## src/rtl/fetch_stage.sv

```systemverilog
// fetch_stage
//   Instruction-fetch stage plus the IF/ID pipeline register of the
//   five-stage RISC-V core. Holds the program counter, picks the next PC
//   (sequential PC+4 or the execute-stage redirect), and registers the
//   fetched word and its PC into the decode stage.
//
//   Build option: define FETCH_FAULT_EN to compile in the RUN/FAULT machine
//   that traps misaligned redirect targets. Without it, redirect targets
//   are silently word-aligned and FaultF/FaultPC read as zero.
//
// Ports
//   clk, rst            clock, synchronous active-high reset
//   StallF, StallD      hazard unit: hold PCF / hold IF/ID
//   FlushD              hazard unit: bubble into IF/ID (beats StallD)
//   PCSrcE, PCTargetE   execute-stage redirect request and target
//   InstrF              instruction memory read data for PCF (same cycle)
//   PCF                 fetch address to instruction memory
//   InstrD, PCD, PCPlus4D, ValidD   IF/ID register contents
//   opD, funct3D, funct7b5D, Rs1D, Rs2D, RdD   slices of InstrD
//   FaultF, FaultPC     sticky misaligned-redirect fault and its target
//
// Control semantics (no valid/ready handshake here; the hazard unit drives
// level commands sampled on every rising edge):
//   PC:    redirect > StallF hold > PC+4   (fault state freezes PC)
//   IF/ID: rst/FlushD bubble > StallD hold > load   (fault state bubbles
//          every cycle unless StallD holds it)

module fetch_stage #(
    parameter logic [31:0] RESET_PC  = 32'h0000_0000,
    parameter logic [31:0] NOP_INSTR = 32'h0000_0013
) (
    input  logic        clk,
    input  logic        rst,
    input  logic        StallF,
    input  logic        StallD,
    input  logic        FlushD,
    input  logic        PCSrcE,
    input  logic [31:0] PCTargetE,
    input  logic [31:0] InstrF,
    output logic [31:0] PCF,
    output logic [31:0] InstrD,
    output logic [31:0] PCD,
    output logic [31:0] PCPlus4D,
    output logic [6:0]  opD,
    output logic [2:0]  funct3D,
    output logic        funct7b5D,
    output logic [4:0]  Rs1D,
    output logic [4:0]  Rs2D,
    output logic [4:0]  RdD,
    output logic        ValidD,
    output logic        FaultF,
    output logic [31:0] FaultPC
);

    logic [31:0] pcPlus4F;
    logic [31:0] pcNext;
    logic [31:0] redirectPc;
    logic        holdPc;      // freeze PCF regardless of redirect/stall
    logic        inFault;     // machine is parked in FAULT
    logic        loadBubble;

    assign pcPlus4F = PCF + 32'd4;   // wraps naturally at 2^32

`ifdef FETCH_FAULT_EN
    typedef enum logic {
        RUN   = 1'b0,
        FAULT = 1'b1
    } fetchState_t;

    fetchState_t state;
    fetchState_t stateNext;
    logic        faultTrig;

    // Debug view of the machine state for hierarchical checkers.
    logic        faultStateDbg;
    assign faultStateDbg = (state == FAULT);

    assign faultTrig = (state == RUN) && PCSrcE && (PCTargetE[1:0] != 2'b00);

    // State register
    always_ff @(posedge clk) begin
        if (rst) begin
            state <= RUN;
        end else begin
            state <= stateNext;
        end
    end

    // Next-state logic: only reset leaves FAULT
    always_comb begin
        stateNext = state;
        unique case (state)
            RUN:     if (faultTrig) stateNext = FAULT;
            FAULT:   stateNext = FAULT;
            default: stateNext = RUN;
        endcase
    end

    // Output logic: the offending cycle already holds PC so the bad
    // target is never loaded.
    always_comb begin
        inFault = (state == FAULT);
        holdPc  = inFault | faultTrig;
    end

    always_ff @(posedge clk) begin
        if (rst) begin
            FaultF  <= 1'b0;
            FaultPC <= 32'h0;
        end else if (faultTrig) begin
            FaultF  <= 1'b1;
            FaultPC <= PCTargetE;
        end
    end

    assign redirectPc = PCTargetE;
`else
    // Low target bits are dropped by the silent alignment below.
    logic unusedTargetLsbs;
    assign unusedTargetLsbs = ^PCTargetE[1:0];

    assign inFault    = 1'b0;
    assign holdPc     = 1'b0;
    assign redirectPc = {PCTargetE[31:2], 2'b00};
    assign FaultF     = 1'b0;
    assign FaultPC    = 32'h0;
`endif

    // Next PC: a redirect overrides StallF
    always_comb begin
        pcNext = PCF;
        if (holdPc) begin
            pcNext = PCF;
        end else if (PCSrcE) begin
            pcNext = redirectPc;
        end else if (!StallF) begin
            pcNext = pcPlus4F;
        end
    end

    always_ff @(posedge clk) begin
        if (rst) begin
            PCF <= RESET_PC;
        end else begin
            PCF <= pcNext;
        end
    end

    // IF/ID register: flush beats stall; FAULT keeps inserting bubbles
    assign loadBubble = FlushD | (inFault & ~StallD);

    always_ff @(posedge clk) begin
        if (rst || loadBubble) begin
            InstrD   <= NOP_INSTR;
            PCD      <= 32'h0;
            PCPlus4D <= 32'h0;
            ValidD   <= 1'b0;
        end else if (!StallD) begin
            InstrD   <= InstrF;
            PCD      <= PCF;
            PCPlus4D <= pcPlus4F;
            ValidD   <= 1'b1;
        end
    end

    // Decode fields are plain slices; a bubble decodes as addi x0,x0,0
    assign opD       = InstrD[6:0];
    assign RdD       = InstrD[11:7];
    assign funct3D   = InstrD[14:12];
    assign Rs1D      = InstrD[19:15];
    assign Rs2D      = InstrD[24:20];
    assign funct7b5D = InstrD[30];

endmodule

```

## config.mk

```make
export PLATFORM = sky130hd
export DESIGN_NAME = fetch_stage
export DESIGN_NICKNAME = d
export VERILOG_FILES = /design/src/rtl/fetch_stage.sv
export SDC_FILE = /design/constraint.sdc
export NUM_CORES = 1
export LEC_CHECK = 0
export CAP_MARGIN = 20
export CORE_ASPECT_RATIO = 1.75
export CORE_UTILIZATION = 43
export DETAILED_ROUTE_END_ITERATION = 12
export PLACE_DENSITY = 0.81
export RECOVER_POWER = 25
export SYNTH_ARGS = -nofsm -noshare
export SYNTH_HDL_FRONTEND = slang
export SYNTH_SLANG_ARGS = --single-unit
```

## constraint.sdc

```tcl
create_clock -name clk -period 2.8 [get_ports clk]
set_input_delay 0.84 -clock clk [delete_from_list [all_inputs] [get_ports clk]]
set_output_delay 0.84 -clock clk [all_outputs]
set_load 0.005 [all_outputs]
```

=== Yosys cells after proc, flatten, opt, wreduce, memory -nomap -nowiden ===
Index checks and enable logic that the tools add are counted.

* Add/subtract/negate cells: 1
* Equal/unequal tests: 1
* Muxes and demuxes: 2
* Reduce and logical (&&, ||, !) cells: 2

{| class="wikitable"
|+ Operators by type and width
! kind !! count
|-
| $mux W32 || 2
|-
| $add A32 B3 Y32 const B || 1
|-
| $ne A2 B1 Y1 const B || 1
|-
| $reduce_or A2 Y1 || 1
|-
| $logic_or A1 B1 Y1 || 1
|}

* Register bits: 129
* Input bits: 70
* Output and inout port bits: 188

=== Longest topological paths before layout ===
Gate-level depths: netlist (run 1).

* Depth after elaboration: 3
* Mapped depth: 7
* Mapped depth without buffers: 5

=== Worst setup path before layout (run 1) ===
Ideal clock, no wire load.

* Kind: input to register
* From: in StallF
* To: reg PCF[26]
* Library setup time: 91 ps
* Arrival time: 2275 ps
* Setup slack: 434 ps
* Cell stages on the path: 5
* Path buffers: 1
* Path through: nand4b_4 or3_1 buf_2 or4_1 a311oi_1

* Cells in the longest elaborated chain, start to end: 1

{| class="wikitable"
|+ RTL lines
! element !! line !! RTL
|-
| from (decl) || 34 || <nowiki>input logic StallF,</nowiki>
|-
| $ne A2 B1 Y1 (no line) || -- ||
|-
| to (signal assigned) || 145 || <nowiki>PCF <= pcNext;</nowiki>
|-
| to (decl) || 40 || <nowiki>output logic [31:0] PCF,</nowiki>
|}

Every way passes these cells.
A chain may end at the register's enable or synchronous reset.

=== Final worst setup path (run 1) ===
* From: in rst
* To: reg PCPlus4D[22]

* Cells in the longest elaborated chain, start to end: 1

{| class="wikitable"
|+ RTL lines
! element !! line !! RTL
|-
| from (decl) || 33 || <nowiki>input logic rst,</nowiki>
|-
| $logic_or A1 B1 Y1 || 153 || <nowiki>if (rst || loadBubble) begin</nowiki>
|-
| to (signal assigned) || 161 || <nowiki>PCPlus4D <= pcPlus4F;</nowiki>
|-
| to (decl) || 43 || <nowiki>output logic [31:0] PCPlus4D,</nowiki>
|}

Every way passes these cells.

==> impl_metrics.toml, run 1 <==
[run_status]
status = "completed"

[final_layout]
mostFrequentLayoutCells = "212 x clkdlybuf4s50_1, 123 x dfxtp_1, 94 x nor2_1"
drive_gt1_frac = 0.08391
final-instance-count-excl-fill = 1046
final_common_cell = "clkdlybuf4s50_1"
fin_nets = 929
area_growth_pct = 43.97

[worst_setup_path]
worstPathArrival_ns = 2.81
worstPathRequired_ns = 3.14
startpoint_type = "input port"
cp-end-kind = "register"
critPathKind = "input port to register"
path_max_fanout = 31

[cts]
postCtsResizedCells = 0
clk_pin_slew_ns = 0.05
cts_inserted_buffers = 17
post_cts_buffers = 0
clock_latency_ns = 0.41
cts.path.max_buffers = 2
cts_max_level = 4
clkSinkCount = 123
cts_tree = "built"
ctsHoldBuffers = 0
clock-root-buffer = "clkbuf_16"

[timing]
setup_violations = 0
min_period_over_period = 0.8819
clock_skew_ns = 0.006425
slew_headroom = 0.5141
slew_viol_final = 0
final_hold_viol_count = 0
fmax_mhz = 405.0
holdWs_ns = 0.4583
setup_ws_ns = 0.3308
rsz0062_at_grt = "false"
worst-slew-pin-transition_ns = 0.7289
layout_min_cycle_time_ns = 2.469

[place]
gp_congestion = 0.8061
portBuffers = 216
dpl.hpwl_um = 12510
dp_cells = 1013
preCtsSetupSlack_ns = -0.04583

[routing]
vias_per_cell = 5.243
final_antenna_net_count = 0
routed_wl_um = 17570
drc = 0
drt_iter0_drc = 238
dr.pass1.iters = 5
wire_per_inst_um = 16.79
vias = 5484

[power_and_ir_drop]
cellPowerDensity_nw_per_um2 = 563.0
peakVddDrop_v = 0.0004058
power_leakage_uw = 0.003176

[die]
rows = 56
die_h_um = 157.5
io_pins = 258
core_area_um2 = 13450
die_width_um = 90.83
die_area_um2 = 14300
initial_core_util = 0.4414

[yosys]
synth-main-ff-cell = "dfxtp_1"
synth_top_area_frac = 0.4147
synth-seq-cells = 123
ys_seq_area_frac = 0.4147
ys_async_sr_fraction = 0
yosys-top-cells-area = "dfxtp_1 41%, mux2i_1 10%, buf_4 8.5%"
avgSynthCellArea_um2 = 8.707
synth_edf_count = 0
netlist_instances = 682
syn-cell-area_um2 = 5938
ys.warnings.count = 0
synth_cell_types = 44
yosysTopAreaCell = "dfxtp_1"

[grt]
grt_pass1_wl_um = 27480
grt_max_degree = 71
grt_use_met3 = 0.06039
gr-total-overflow = 0
grt_use_total = 0.2460
grtUsageMet2 = 0.4423
top_usage_layer = "met2"
antenna_found_initial = 1
use_met1 = 0.2698
grt_pass1_vias = 5277

[hold_path]
hold_path.class = "register to register"

[job]
maxCapViolations = 0
## kinds of logic after synthesis
family | count (synthesis) | share of synthesized area
flip-flops | 123 | 0.4147
AO/OA/AOI/OAI | 119 | 0.1277
buffers and inverters | 134 | 0.1319
other | 1 | 0.0006315
multiplexers | 61 | 0.1028
adder cells (fa/ha/maj) | 1 | 0.002107
AND/OR/NAND/NOR | 222 | 0.1892
XOR/XNOR | 21 | 0.03097
## final cells by class
| class | count | area, um^2 |
|---|---|---|
| Clock buffer | 19 | 452.9 |
| Timing Repair Buffer | 245 | 2375 |
| Tap cell | 174 | 217.7 |
| Clock inverter | 12 | 171.4 |
| Multi-Input combinational cell | 463 | 2835 |
| Sequential cell | 123 | 2462 |
| Antenna cell | 2 | 5.005 |
| Inverter | 8 | 30.03 |
| Fill cell | 1160 | 4903 |
## layer usage
metal,part of all wire,vias to the layer above,wire length [um]
li1,-,2653,-
met1,0.39,2562,6841
met2,0.52,226,9215
met3,0.052,43,920
met4,0.034,0,589
met5,0,-,0
## where the power goes
group          total, uW  leakage (uW)  switching, uW  internal, uW
Clock               2330      0.000301            802          1520
Sequential          1910       0.00101           86.2          1820
Combinational        577       0.00187            244           333
Total               4810       0.00318           1130          3680
## flip-flops by register name (all words and copies together) (netlist names)
signal,flops
PCF,30
InstrD,32
PCD,30
ValidD,1
PCPlus4D,30
## path summary, 6_finish.rpt
| kind | start | endpoint | cells past startpoint | slack, ns |
|---|---|---|---|---|
| setup / recovery | rst | PCPlus4D[22] | 6 | 0.33 |
| hold / removal | PCPlus4D[5] | PCPlus4D[5] | 2 | 0.46 |
| setup reg to reg | PCF[2] | PCF[30] | 6 | 0.44 |
| hold reg to reg | PCPlus4D[5] | PCPlus4D[5] | 2 | 0.46 |
## critical path, cell delays in order
cell           delay (ns)
dlygate4sd3_1        0.54
clkbuf_2             0.44
nor2_1               0.26
clkbuf_1             0.40
o21ai_0              0.17
a31oi_1              0.16
## cell usage after synthesis (5+ instances only)
library cell and instances:
a21oi_1 19, buf_2 11, nand2_1 33, o21ai_0 41, or3_1 18, nor4_1 8, o31ai_1 11, clkbuf_1 40
nor3_1 16, inv_1 6, nor2_1 94, xnor2_1 19, buf_1 6, buf_4 67, a311oi_1 18, a211oi_1 10
nand4_1 10, nand3_1 6, mux2i_1 61, or3_2 5, dfxtp_1 123, or4_1 16, a31oi_1 12
## stage by stage
step                setup TNS (ns)  power [uW]    util  cell area, um^2
floorplan                        0        2233       -             6081
global placement          -0.02412        2515  0.5908             7948
detailed placement         -0.2130        2525  0.5908             7948
CTS                              0        4859  0.6372             8572
global route                     0        5000  0.6353             8547
finish                           0        4813  0.6355             8549
Power figures use the tool's default switching activity.
==> run 2, diff against run 1 <==
--- a/config.mk
+++ b/config.mk
@@ -9,6 +9,7 @@
 export CORE_ASPECT_RATIO = 1.75
 export CORE_UTILIZATION = 43
 export DETAILED_ROUTE_END_ITERATION = 12
+export GPL_ROUTABILITY_DRIVEN = 0
 export PLACE_DENSITY = 0.81
 export RECOVER_POWER = 25
 export SYNTH_ARGS = -nofsm -noshare
==> results of run 2 <==
Final layout, timing and power as in run 1 (identical DEF).
==> run 3, diff against run 2 <==
--- a/config.mk
+++ b/config.mk
@@ -5,12 +5,13 @@
 export SDC_FILE = /design/constraint.sdc
 export NUM_CORES = 1
 export LEC_CHECK = 0
+export ABC_AREA = 1
 export CAP_MARGIN = 20
 export CORE_ASPECT_RATIO = 1.75
-export CORE_UTILIZATION = 43
+export CORE_UTILIZATION = 42
 export DETAILED_ROUTE_END_ITERATION = 12
 export GPL_ROUTABILITY_DRIVEN = 0
-export PLACE_DENSITY = 0.81
+export PLACE_DENSITY = 0.8
 export RECOVER_POWER = 25
 export SYNTH_ARGS = -nofsm -noshare
 export SYNTH_HDL_FRONTEND = slang
==> impl_metrics.toml, run 3 <==
[routing]
vias = 5750
vias_per_cell = 4.768
dr.pass1.iters = 5
drt_iter0_drc = 317
drc = 0
final_antenna_net_count = 0
wire_per_inst_um = 14.38
routed_wl_um = 17340

[worst_setup_path]
r2r_slack_ns = 0.97
path_max_fanout = 20
crit_start = "StallF"
startpoint_type = "input port"
crit_chain = "clkdlybuf4s50_1, nor2_2, buf_4, nand3_1, a21oi_1"
cpMaxStageDelayCell = "nor2_2"
r2r_cells = 9
endpoint = "PCF[22]"
cp-end-kind = "register"
cpPeakStageDelay_ns = 0.75
rr_endpoint = "PCPlus4D[20]"
worstPathArrival_ns = 2.68
worstPathRequired_ns = 3.14
critPathKind = "input port to register"
worstReg2RegStart = "PCF[2]"

[timing]
min_period_over_period = 0.8341
clock_skew_ns = 0.01325
setup_violations = 0
final_hold_viol_count = 0
tns_ns = 0
worst-slew-pin-transition_ns = 1.477
layout_min_cycle_time_ns = 2.335
rsz0062_at_grt = "false"
slew_viol_final = 0
fmax_mhz = 428.2
slew_headroom = 0.01500

[power_and_ir_drop]
peakVddDrop_v = 0.0004169
power_leakage_uw = 0.003503
cellPowerDensity_nw_per_um2 = 555.4
p_total_uw = 4689

[cts]
post_cts_buffers = 0
ctsHoldBuffers = 0
clock_latency_ns = 0.41
cts_max_level = 4
clock-root-buffer = "clkbuf_16"
cts_tree = "built"
postCtsResizedCells = 0
clkSinkCount = 123
cts.path.max_buffers = 2
clk_pin_slew_ns = 0.06
cts_inserted_buffers = 17

[final_layout]
seqCellArea_um2 = 2462
fin_nets = 1090
final-instance-count-excl-fill = 1206
largest_register_ffs = 32
multi_input_area_um2 = 2592
drive_gt1_frac = 0.06202
num_antenna_cells = 0
area_growth_pct = 44.13
top_register = "InstrD"
num-fill-cells = 1221
final_common_cell = "nand2_1"
mostFrequentLayoutCells = "228 x nand2_1, 215 x clkdlybuf4s50_1, 123 x dfxtp_1"

[grt]
grt_pass1_wl_um = 26580
grt_pass1_vias = 5248
grt_max_degree = 73
gr-total-overflow = 0
grt_use_total = 0.2363
antenna_found_initial = 0

[place]
dpl.hpwl_um = 12650
dp_cells = 1174
portBuffers = 216

[job]
maxCapViolations = 0

[die]
die_width_um = 91.28
die_h_um = 158.2
io_pins = 258
core_area_um2 = 13520
initial_core_util = 0.4332
die_area_um2 = 14440
rows = 56

[run_status]
status = "completed"

[yosys]
synth-seq-cells = 123
netlist_instances = 838
avgSynthCellArea_um2 = 6.991
synth_cell_types = 27
ys_top_cells_by_count = "228 x nand2_1, 123 x dfxtp_1, 84 x nor2_1"
ys_seq_area_frac = 0.4203
synth-main-ff-cell = "dfxtp_1"
post-synth-top-count-cell = "nand2_1"
yosysTopAreaCell = "dfxtp_1"
ys_async_sr_fraction = 0
yosys-top-cells-area = "dfxtp_1 42%, nand2_1 15%, buf_4 8.3%"
synth_top_area_frac = 0.4203
syn-cell-area_um2 = 5858
ys.warnings.count = 0
synth_edf_count = 0

[hold_path]
hold_path.class = "register to register"
## run 3: critical path: cells and delay by family
kind	cells	cell delay [ns]
AOI/OAI and AO/OA	1	0.14
buffers and inverters	2	0.82
and+or+nand+nor	2	0.85
## run 3: cell families (layout without fill, tap and decap cells)
| kind of cell | Yosys count | in the layout | synth area share |
|---|---|---|---|
| AND/OR/NAND/NOR | 353 | 353 | 0.2488 |
| XOR/XNOR | 15 | 15 | 0.02243 |
| flip-flops | 123 | 123 | 0.4203 |
| adder cells (fa/ha/maj) | 1 | 1 | 0.002135 |
| buffers and inverters | 184 | 340 | 0.1619 |
| AO/OA/AOI/OAI | 161 | 161 | 0.1437 |
| other | 1 | 39 | 0.0006401 |
## run 3: where the power goes
part	switching, uW	internal, uW
Clock	822	1430
Combinational	260	295
Sequential	63.2	1820
Total	1140	3540
## run 3: routing by layer
metal  up-vias  share of wire  wire length, um  GRT usage
met5         -              0                0          0
met3        39          0.054              945    0.04995
li1       2891              -                -          -
met2       239           0.54             9394     0.4481
met1      2581           0.36             6314     0.2370
met4         0          0.040              687     0.1330
## run 3: cell type report
type	count	area share
multi-input combinational	569	0.3071
inverter	78	0.03483
tap	174	0.02579
clock inverter	13	0.01986
clock buffer	19	0.05246
sequential	123	0.2916
timing repair buffer	230	0.2684
## run 3: worst min-delay path by stage
stage / startpoint / to / slack, ns / depth (start not counted)
CTS: PCD[8] / PCD[8] / 0.47 / 2
detailed placement: PCD[8] / PCD[8] / 0.46 / 2
floorplan: InstrD[31] / InstrD[31] / 0.46 / 2
global placement: PCD[10] / PCD[10] / 0.45 / 2
finish: PCD[14] / PCD[14] / 0.46 / 2
global route: PCD[18] / PCD[18] / 0.48 / 2
## run 3: through the flow
stage / hold slack, ns / area, um^2 / setup slack [ns] / util
2_1_floorplan: 0.4606 / 6001 / 0.9635 / -
3_3_place_gp: 0.4507 / 7866 / 0.09860 / 0.5817
3_5_place_dp: 0.4553 / 7866 / 0.02698 / 0.5817
4_1_cts: 0.4650 / 8477 / 0.4716 / 0.6269
5_1_grt: 0.4835 / 8443 / 0.3655 / 0.6244
6_report: 0.4625 / 8443 / 0.4647 / 0.6244
